===== src/rtl/fft_butterfly_1.sv =====
// Radix-2 DIT butterfly X = A + W*B, Y = A - W*B around an external fixed-latency
// complex multiplier, with optional /2 scaling, saturation and a sticky overflow flag.
module fft_butterfly_1 #(
  parameter int unsigned DW           = 12,
  parameter int unsigned MULT_LATENCY = 8,
  parameter int unsigned SCALE        = 1
) (
  input  logic          clk,
  input  logic          rst_n,
  input  logic          i_in_valid,
  output logic          o_in_ready,
  input  logic [DW-1:0] i_a_re,
  input  logic [DW-1:0] i_a_im,
  input  logic [DW-1:0] i_b_re,
  input  logic [DW-1:0] i_b_im,
  input  logic [DW-1:0] i_tw_re,
  input  logic [DW-1:0] i_tw_im,
  output logic [DW-1:0] o_mul_a,
  output logic [DW-1:0] o_mul_b,
  output logic [DW-1:0] o_mul_c,
  output logic [DW-1:0] o_mul_d,
  output logic          o_mul_en,
  input  logic [23:0]   i_mul_real,
  input  logic [23:0]   i_mul_img,
  output logic          o_out_valid,
  input  logic          i_out_ready,
  output logic [DW-1:0] o_x_re,
  output logic [DW-1:0] o_x_im,
  output logic [DW-1:0] o_y_re,
  output logic [DW-1:0] o_y_im,
  output logic          o_ovf,
  input  logic          i_ovf_clr
);

  localparam int unsigned PW = 17;
  localparam int unsigned SW = PW + 1;
  localparam int unsigned CW = (MULT_LATENCY > 1) ? $clog2(MULT_LATENCY) : 1;
  localparam logic [CW-1:0]        CNT_LAST = CW'(MULT_LATENCY - 1);
  localparam logic signed [SW-1:0] SMAX     = SW'((1 << (DW - 1)) - 1);
  localparam logic signed [SW-1:0] SMIN     = ~SMAX;

  typedef enum logic [1:0] {S_IDLE, S_MUL, S_SUM, S_OUT} state_t;

  state_t               r_state, w_state_nxt;
  logic [CW-1:0]        r_cnt, w_cnt_nxt;
  logic                 w_accept, w_capture, w_compute;
  logic [DW-1:0]        r_a_re, r_a_im, r_b_re, r_b_im, r_tw_re, r_tw_im;
  logic [PW-1:0]        r_wb_re, r_wb_im;
  logic                 r_in_ready, r_mul_en, r_out_valid, r_ovf;
  logic [DW-1:0]        r_x_re, r_x_im, r_y_re, r_y_im;
  logic signed [SW-1:0] w_a_re, w_a_im, w_wb_re, w_wb_im;
  logic [DW:0]          w_sx_re, w_sx_im, w_sy_re, w_sy_im;
  logic                 w_clip;
  logic                 w_unused;

  function automatic logic signed [SW-1:0] scale_f(input logic signed [SW-1:0] v);
    return (SCALE != 0) ? (v >>> 1) : v;
  endfunction

  // MSB of the result flags that the value was clipped
  function automatic logic [DW:0] sat_f(input logic signed [SW-1:0] v);
    logic [DW:0] r;
    if (v > SMAX)      r = {1'b1, SMAX[DW-1:0]};
    else if (v < SMIN) r = {1'b1, SMIN[DW-1:0]};
    else               r = {1'b0, v[DW-1:0]};
    return r;
  endfunction

  assign w_a_re  = SW'($signed(r_a_re));
  assign w_a_im  = SW'($signed(r_a_im));
  assign w_wb_re = SW'($signed(r_wb_re));
  assign w_wb_im = SW'($signed(r_wb_im));

  assign w_sx_re = sat_f(scale_f(w_a_re + w_wb_re));
  assign w_sx_im = sat_f(scale_f(w_a_im + w_wb_im));
  assign w_sy_re = sat_f(scale_f(w_a_re - w_wb_re));
  assign w_sy_im = sat_f(scale_f(w_a_im - w_wb_im));
  assign w_clip  = w_sx_re[DW] | w_sx_im[DW] | w_sy_re[DW] | w_sy_im[DW];

  // Multiplier guard bits above the 17-bit product carry no information
  assign w_unused = ^{i_mul_real[23:PW], i_mul_img[23:PW]};

  always_comb begin
    w_state_nxt = r_state;
    w_cnt_nxt   = r_cnt;
    w_accept    = 1'b0;
    w_capture   = 1'b0;
    w_compute   = 1'b0;
    case (r_state)
      S_IDLE: begin
        if (r_in_ready && i_in_valid) begin
          w_accept    = 1'b1;
          w_cnt_nxt   = '0;
          w_state_nxt = S_MUL;
        end
      end
      S_MUL: begin
        if (r_cnt == CNT_LAST) begin
          w_capture   = 1'b1;
          w_cnt_nxt   = '0;
          w_state_nxt = S_SUM;
        end else begin
          w_cnt_nxt = r_cnt + CW'(1);
        end
      end
      S_SUM: begin
        w_compute   = 1'b1;
        w_state_nxt = S_OUT;
      end
      S_OUT: begin
        if (i_out_ready) w_state_nxt = S_IDLE;
      end
      default: w_state_nxt = S_IDLE;
    endcase
  end

  // State, counter and handshake/enable flags registered from the next state
  always_ff @(posedge clk or negedge rst_n) begin
    if (!rst_n) begin
      r_state     <= S_IDLE;
      r_cnt       <= '0;
      r_in_ready  <= 1'b0;
      r_mul_en    <= 1'b0;
      r_out_valid <= 1'b0;
      r_ovf       <= 1'b0;
    end else begin
      r_state     <= w_state_nxt;
      r_cnt       <= w_cnt_nxt;
      r_in_ready  <= (w_state_nxt == S_IDLE);
      r_mul_en    <= (w_state_nxt == S_MUL);
      r_out_valid <= (w_state_nxt == S_OUT);
      r_ovf       <= (r_ovf & ~i_ovf_clr) | (w_compute & w_clip);
    end
  end

  always_ff @(posedge clk or negedge rst_n) begin
    if (!rst_n) begin
      r_a_re  <= '0;
      r_a_im  <= '0;
      r_b_re  <= '0;
      r_b_im  <= '0;
      r_tw_re <= '0;
      r_tw_im <= '0;
      r_wb_re <= '0;
      r_wb_im <= '0;
      r_x_re  <= '0;
      r_x_im  <= '0;
      r_y_re  <= '0;
      r_y_im  <= '0;
    end else begin
      if (w_accept) begin
        r_a_re  <= i_a_re;
        r_a_im  <= i_a_im;
        r_b_re  <= i_b_re;
        r_b_im  <= i_b_im;
        r_tw_re <= i_tw_re;
        r_tw_im <= i_tw_im;
      end
      if (w_capture) begin
        r_wb_re <= i_mul_real[PW-1:0];
        r_wb_im <= i_mul_img[PW-1:0];
      end
      if (w_compute) begin
        r_x_re <= w_sx_re[DW-1:0];
        r_x_im <= w_sx_im[DW-1:0];
        r_y_re <= w_sy_re[DW-1:0];
        r_y_im <= w_sy_im[DW-1:0];
      end
    end
  end

  assign o_in_ready  = r_in_ready;
  assign o_mul_a     = r_b_re;
  assign o_mul_b     = r_b_im;
  assign o_mul_c     = r_tw_re;
  assign o_mul_d     = r_tw_im;
  assign o_mul_en    = r_mul_en;
  assign o_out_valid = r_out_valid;
  assign o_x_re      = r_x_re;
  assign o_x_im      = r_x_im;
  assign o_y_re      = r_y_re;
  assign o_y_im      = r_y_im;
  assign o_ovf       = r_ovf;

endmodule


===== config.mk =====
export PLATFORM = sky130hd
export DESIGN_NAME = fft_butterfly_1
export DESIGN_NICKNAME = d
export VERILOG_FILES = /design/src/rtl/fft_butterfly_1.sv
export SDC_FILE = /design/constraint.sdc
export NUM_CORES = 1
export LEC_CHECK = 0
export CAP_MARGIN = 25
export CORE_AREA = 2 2 173 175
export DETAILED_ROUTE_END_ITERATION = 10
export DIE_AREA = 0 0 175 177
export DONT_BUFFER_PORTS = 1
export MAX_ROUTING_LAYER = met4
export PLACE_DENSITY = 0.61
export SLEW_MARGIN = 5
export SYNTH_ARGS = -nofsm -noshare
export SYNTH_HDL_FRONTEND = slang
export SYNTH_SLANG_ARGS = --single-unit

===== constraint.sdc =====
create_clock -name clk -period 3.1 [get_ports clk]
set_clock_uncertainty 0.15 [all_clocks]
set_input_delay 0 -clock clk [delete_from_list [all_inputs] [get_ports clk]]
set_output_delay 0 -clock clk [all_outputs]
set_load 0.005 [all_outputs]

==> results.cfg, run 1 <==
[worst_setup_path]
critical_path.slowest_cell = or4b_1
cp-startpoint = r_a_re[0]
slowest_delay_ps = 540
cp.arrival_ps = 3620
crit_buf_inv = 1
path_max_fanout = 2
cpMostUsedCell = a221o_1
end_kind = register
rrSetupSlack_ps = -340
crit_family = compound AO/OA/AOI/OAI gates
start_kind = register
crit_chain = buf_6, nand2_4, fa_2, o21bai_4, a2111o_1, nand2_2, a21oi_2, a221o_1, xnor2_2, or4b_1, a221o_1, o31a_1
timing.rr.start = r_a_re[0]
required_ps = 3270
critical_path_class = reg2reg

[synth]
async_flop_share_pct = 100.0
synth_cell_types = 81
syn-instance-count = 997
yosysTopAreaCell = dfrtp_1
synth_most_common_cell = dfrtp_1
ys.flop_type = dfrtp_1
syn_area_per_cell_sq_um = 10.07
syn_area_sq_um = 10040
synth-edff-count = 0
yosys-top-cells-area = dfrtp_1 41%, mux2_2 12%, ha_1 8.2%
synth_nets = 1192
synth_top_area_share_pct = 40.63
ys_seq_elements = 163
ys_seq_area_share_pct = 40.63
ys_warn_count = 0
yosys-top-cells-count = 163 x dfrtp_1, 106 x mux2_2, 78 x a21oi_1

[clocking]
cts.clk_slew.worst_paths_ps = 70
cts.htree.levels = 4
clockRootBuffer = clkbuf_16
cts_tree = yes
clock_path_buffers = 2
clock_latency_ps = 440
ctsHoldBuffers = 109
cts_inserted_buffers = 17
cts.sinks = 163

[die]
initial_core_util_pct = 34.33
coreArea_sq_um = 29240
dieHeight_um = 177
dieArea_sq_um = 30980
die_w_um = 175
ios = 225
row_count = 63

[route]
drtIter0Drc = 426
wl_per_cell_um = 17.93
firstDrtPassIters = 5
wirelength_um = 30710
top_layer = met4
wl_met2_um = 14630
avgViaCountPerCell = 5.151
vias = 8824
drtAntennaViolNets = 0
wl_met1_um = 13790
drc = 0
wl_met3_um = 1726

[final_layout]
final_cell_area_sq_um = 15000
fillers = 2570
drive_gt1_share_pct = 40.51
num-nets-final = 1506
antenna_cells = 0
area_growth_pct = 49.47

[outcome]
status = finished with violations
failed_checks = hold timing, setup timing

[sta]
finalHoldViolCount = 163
slew_violations = 0
fmax_mhz = 290.3
finalCritPeriodShare_pct = 111.1
rsz0062_at_grt = yes
tightestPinTransition_ps = 612.4
fin_crit_ps = 3444
slew_headroom_pct = 59.18
setup_viol = 33
layout_setup_ws_ps = -344.5
fin_hold_ws_ps = -895.8

[grt]
grt-ovfl-total = 0
grt_pass1_wl_um = 48210
grt_use_total_pct = 20.26
grt_pass1_vias = 9158
grt_antenna_before_repair = 0
grt_max_degree = 164

[run]
drv_cap = 0

[hold_path]
hold_class = in2async

[placed_design]
dpl_cell_area_sq_um = 11930
io_buffers = 0
dp_hpwl_um = 21150
pre_cts_ws_ps = -438.4
gp_congestion = 0.8490
through the flow:
| stage | utilization (%) | cells | hold WS [ps] | TNS [ps] |
|---|---|---|---|---|
| after floorplan | - | 997 | -445.6 | -97.24 |
| after global placement | 40.80 | 1540 | -439.4 | -11420 |
| after detailed placement | 40.80 | 1540 | -440.0 | -11840 |
| after CTS | 48.68 | 1695 | -910.0 | -3551 |
| after global routing | 51.31 | 1713 | -914.0 | -8373 |
| final | 51.31 | 1713 | -895.8 | -4426 |
kinds of logic after synthesis:
logic type / synth area share, %
AOI/OAI and AO/OA: 18.90
xor gates and xnor gates: 3.839
adders and majority gates: 9.024
buffers and inverters: 4.749
DFF: 40.63
muxes: 12.29
and+or+nand+nor: 10.57
sequential cells by signal (all words and copies together), names as in the netlist, 3 cells and up:
name,cells
o_mul_b,12
o_mul_d,12
o_mul_a,12
r_a_re,12
o_x_re,12
r_a_im,12
r_cnt,3
r_wb_re,17
o_y_im,12
r_wb_im,17
o_mul_c,12
o_y_re,12
o_x_im,12
area by class of cell:
| class | count | area [sq um] | area share [%] |
|---|---|---|---|
| clock buffer | 20 | 456.7 | 3.044 |
| tap | 390 | 488.0 | 3.252 |
| clock inverter | 11 | 175.2 | 1.167 |
| inverter | 64 | 244.0 | 1.626 |
| sequential | 163 | 4085 | 27.23 |
| timing repair buffer | 346 | 3037 | 20.24 |
| multi-input combinational | 719 | 6519 | 43.45 |
placed cells by master, fill, tap and decap left out, types with 5 or more instances in the layout:
master,n
buf_4,208
dfrtp_1,158
dlygate4sd3_1,109
mux2_2,106
nand2_1,55
inv_1,54
nor2_1,49
a21oi_1,46
ha_1,42
xnor2_1,38
o21ai_0,24
a21oi_2,23
buf_6,23
o211ai_1,21
o21a_1,18
clkbuf_16,18
o21ai_1,17
nor3_1,15
ha_4,15
a21o_1,13
o21bai_1,13
nand2b_1,12
nor2b_1,9
nand3_1,9
a21oi_4,9
nor2_4,9
o22a_1,9
ha_2,9
o31ai_1,8
inv_2,6
clkinvlp_4,6
nor2_2,5
or2_2,5
nor3_2,5
nand2_2,5
buf_12,5
dfrtp_2,5
per-layer routing:
metal	vias to the layer above	GRT usage (%)
met4	0	5.486
li1	4179	-
met2	235	32.39
met5	-	-
met1	4373	25.91
met3	37	4.639
path summary, 6_finish.rpt:
check                      depth (start not counted)         end
setup reg to reg                                  12       o_ovf
min in group clk                                   2  o_mul_a[1]
hold reg to reg                                    1    r_cnt[1]
setup / recovery                                  12       o_ovf
hold / removal                                     0  o_mul_d[2]
max in group asynchronous                          0  r_wb_im[6]
repair_timing:
item	CTS	global route
buffers inserted	13	18
setup endpoints to repair	45	45
pin swaps	57	52
cloned	2	1
hold endpoints to repair	278	163
resized for setup	101	134
Power of run 1 is left out: the tool's default activity adds up to more than one toggle a clock period on the data nets, which glitch-free logic cannot reach.
==> run 2: changes to the inputs <==
Settings changed: CORE_AREA 2 2 173 175 to 2 2 153 155, DIE_AREA 0 0 175 177 to 0 0 155 157, PLACE_DENSITY 0.61 to 0.72.
==> results.cfg, run 2 (synthesis results as in run 1) <==
[final_layout]
fin_cells = 1606
antenna_cells = 0
drive_gt1_share_pct = 37.93
reg.largest.list = r_wb_im x17, r_wb_re x17
fin_util_pct = 64.53
fillers = 1661
num-nets-final = 1503
area_growth_pct = 44.66
final_common_cell = buf_4
multiInputGateArea_sq_um = 6264
layout_common_cells = 210 x buf_4, 162 x dfrtp_1, 109 x dlygate4sd3_1, 106 x mux2_2, 61 x a21oi_1
regArea_sq_um = 4080

[worst_setup_path]
timing.rr.start = r_a_re[1]
critical_path_class = reg2reg
end_kind = register
cp-startpoint = r_a_re[1]
path_max_fanout = 4
cp.arrival_ps = 3560
rrSetupSlack_ps = -280
start_kind = register
required_ps = 3280

[route]
vias = 8945
wirelength_um = 30820
drc = 0
drtIter0Drc = 617
drtAntennaViolNets = 0
firstDrtPassIters = 5
avgViaCountPerCell = 5.570
wl_per_cell_um = 19.19

[sta]
fin_hold_ws_ps = -910.9
finalCritPeriodShare_pct = 109.1
setup-tns-final_ps = -6045
finalHoldViolCount = 163
fin_crit_ps = 3381
slew_violations = 0
tightestPinTransition_ps = 618.4
layout_setup_ws_ps = -281.0
fmax_mhz = 295.8
slew_headroom_pct = 58.69
setup_viol = 44
rsz0062_at_grt = yes

[clocking]
clock_latency_ps = 450
ctsHoldBuffers = 109
clock_path_buffers = 2
clockRootBuffer = clkbuf_16
cts_inserted_buffers = 17
cts.clk_slew.worst_paths_ps = 80
cts.htree.levels = 4
cts_tree = yes
cts.sinks = 163

[placed_design]
io_buffers = 0
place_inst = 1442
dp_hpwl_um = 20710
gp_congestion = 0.9371
pre_cts_ws_ps = -446.3

[grt]
grt-ovfl-total = 0
grt_pass1_vias = 9317
grt_pass1_wl_um = 48200
grt_max_degree = 164
grt_use_total_pct = 25.94
grt_antenna_before_repair = 0

[die]
row_count = 55
coreArea_sq_um = 22500
die_w_um = 155
dieHeight_um = 157
dieArea_sq_um = 24340
initial_core_util_pct = 44.61
ios = 225

[outcome]
status = finished with violations
failed_checks = hold timing, setup timing

[hold_path]
hold_class = in2async

[run]
drv_cap = 0
==> run 2: changes by cell type in the layout (fill, tap and decap cells not counted), moves of 5 or more <==
cell        change
a21oi_1        +15
a21oi_2        -15
ha_1           +11
ha_4            -7
o21ai_1         -7
clkinvlp_4      -6
inv_6           +5
==> run 2: metal layers <==
| metal | up-vias | wire length [um] | GRT usage [%] |
|---|---|---|---|
| li1 | 4182 | - | - |
| met1 | 4376 | 13250 | 32.27 |
| met2 | 325 | 14700 | 41.35 |
| met3 | 62 | 2041 | 6.278 |
| met4 | 0 | 824 | 9.480 |
| met5 | - | 0 | - |
==> run 2: critical path: stages (launching register included) <==
cell and delay [ps]:
dfrtp_1 410, buf_4 150, ha_1 340, nor4bb_4 70
o311ai_2 370, nand2_1 160, o31ai_2 260, xnor2_1 210
nand2_1 110, or4b_1 470, a221o_1 300, o31a_1 270
==> run 2: layout make-up <==
type                            instances  area share [%]
Tap cell                              285           2.456
Clock buffer                           17           2.930
Timing Repair Buffer                  343           20.55
Clock inverter                         15           1.180
Inverter                               64           1.654
Sequential cell                       163           28.10
Multi-Input combinational cell        719           43.13
==> run 2: repair_timing <==
action	in CTS	in global routing
setup buffers	13	11
cloned	2	0
pin swaps	46	28
gates resized for setup	131	50
setup endpoints to repair	45	45
hold endpoints to repair	278	163
==> run 2: final timing paths <==
| path | end | cells after the start |
|---|---|---|
| min in group clk | o_mul_c[7] | 2 |
| worst min register to register | o_y_im[11] | 2 |
| worst max-delay path | o_ovf | 11 |
| max in group asynchronous | r_a_re[11] | 0 |
| worst max register to register | o_ovf | 11 |
| worst min-delay path | o_mul_a[5] | 0 |
==> run 2: stage by stage <==
stage / hold WS [ps] / cell area (sq um)
floorplan: -445.6 / 10090
global placement: -443.2 / 11830
detailed placement: -442.6 / 11830
CTS: -924.1 / 14220
global route: -936.0 / 14520
finish: -910.9 / 14520
Power of run 2 is left out for the same reason.
==> run 3: changes to the inputs <==
==> constraint.sdc (replaced) <==
create_clock -name clk -period 3.1 [get_ports clk]
set_clock_uncertainty 0.15 [all_clocks]
set_input_delay 0.62 -clock clk [delete_from_list [all_inputs] [get_ports clk]]
set_output_delay 0.62 -clock clk [all_outputs]
set_load 0.005 [all_outputs]
==> results.cfg, run 3 (synthesis results as in run 1) <==
[hold_path]
hold_class = in2async

[clocking]
cts.clk_slew.worst_paths_ps = 80
cts_inserted_buffers = 17
clockRootBuffer = clkbuf_16
cts.sinks = 163
clock_path_buffers = 2
cts_tree = yes
clock_latency_ps = 440
cts.htree.levels = 4

[route]
drtIter0Drc = 562
avgViaCountPerCell = 5.659
firstDrtPassIters = 5
wl_per_cell_um = 19.76
wirelength_um = 29470
drc = 0
drtAntennaViolNets = 0
vias = 8438

[die]
die_w_um = 155
dieArea_sq_um = 24340
row_count = 55
ios = 225
initial_core_util_pct = 44.61
coreArea_sq_um = 22500
dieHeight_um = 157

[sta]
fin_hold_ws_ps = -287.0
setup_viol = 45
slew_headroom_pct = 69.53
finalCritPeriodShare_pct = 112.4
tightestPinTransition_ps = 453.2
rsz0062_at_grt = yes
finalHoldViolCount = 163
layout_setup_ws_ps = -383.6
fmax_mhz = 287.1
slew_violations = 0
fin_crit_ps = 3484

[worst_setup_path]
critical_path_class = reg2reg
required_ps = 3280
end_kind = register
start_kind = register
path_max_fanout = 4
cp.arrival_ps = 3660

[grt]
grt_pass1_vias = 8642
grt_pass1_wl_um = 45240
grt_antenna_before_repair = 0
grt-ovfl-total = 0
grt_max_degree = 164
grt_use_total_pct = 24.46

[placed_design]
gp_congestion = 0.9321
dp_hpwl_um = 20430
io_buffers = 0

[final_layout]
final_common_cell = buf_4
num-nets-final = 1388
reg.largest.list = r_wb_im x17, r_wb_re x17
drive_gt1_share_pct = 43.12
fillers = 1797
layout_common_cells = 200 x buf_4, 159 x dfrtp_1, 106 x mux2_2, 58 x nand2_1
antenna_cells = 0
area_growth_pct = 35.59

[outcome]
failed_checks = hold timing, setup timing
status = finished with violations

[run]
drv_cap = 0
-- run 3: cell type report --
| class | instances | area [sq um] | share of cell area, % |
|---|---|---|---|
| Sequential cell | 163 | 4084 | 30.01 |
| Clock buffer | 17 | 425.4 | 3.126 |
| Inverter | 64 | 244.0 | 1.793 |
| Timing Repair Buffer | 228 | 1856 | 13.63 |
| Tap cell | 285 | 356.6 | 2.620 |
| Multi-Input combinational cell | 719 | 6460 | 47.46 |
| Clock inverter | 15 | 185.2 | 1.361 |
-- run 3: metal layers --
metal | part of all wire (%) | track usage, % | routed length, um | vias up
li1 | - | - | - | 3963
met1 | 43 | 30.67 | 12740 | 4166
met2 | 49 | 39.83 | 14460 | 274
met3 | 6.0 | 5.727 | 1764 | 35
met4 | 1.7 | 6.878 | 501 | 0
met5 | 0 | - | 0 | -
-- run 3: metrics by stage --
| step | setup TNS (ps) | setup WS [ps] | cells | instance area, sq um | utilization, % |
|---|---|---|---|---|---|
| after global routing | -12080 | -503.4 | 1491 | 13610 | 60.48 |
| final | -5875 | -383.6 | 1491 | 13610 | 60.48 |
| after detailed placement | -16000 | -562.9 | 1428 | 11730 | 52.14 |
| after floorplan | -97.24 | -97.24 | 997 | 10090 | - |
| after CTS | -4846 | -295.9 | 1472 | 13120 | 58.28 |
| after global placement | -13270 | -448.4 | 1428 | 11730 | 52.14 |
-- run 3: worst max-delay path, cell delays in order (launching register included) --
cell,delay (ps)
dfrtp_2,440
ha_4,300
buf_6,110
o21bai_4,50
a2111o_1,410
and2_4,170
o31a_1,320
o21ai_2,160
nand3_2,100
or4b_1,560
a221o_1,320
o31a_1,270
-- run 3: final timing paths --
kind | start | end | slack (ps) | cells past startpoint
setup / recovery | r_a_re[2] | o_ovf | -380 | 11
hold / removal | rst_n | o_mul_b[2] | -290 | 0
setup reg to reg | r_a_re[2] | o_ovf | -380 | 11
hold reg to reg | r_cnt[1] | r_cnt[1] | 360 | 1
max in group asynchronous | rst_n | r_a_re[11] | 2830 | 0
min in group clk | i_a_im[1] | r_a_im[1] | 170 | 2
-- run 3: repair_timing --
action | in CTS | in global routing
gates cloned | 0 | 2
setup endpoints to repair | 45 | 45
buffers inserted | 13 | 17
hold endpoints to repair | 163 | 163
resized for setup | 146 | 84
pin swaps | 52 | 36
Power of run 3 is left out for the same reason.
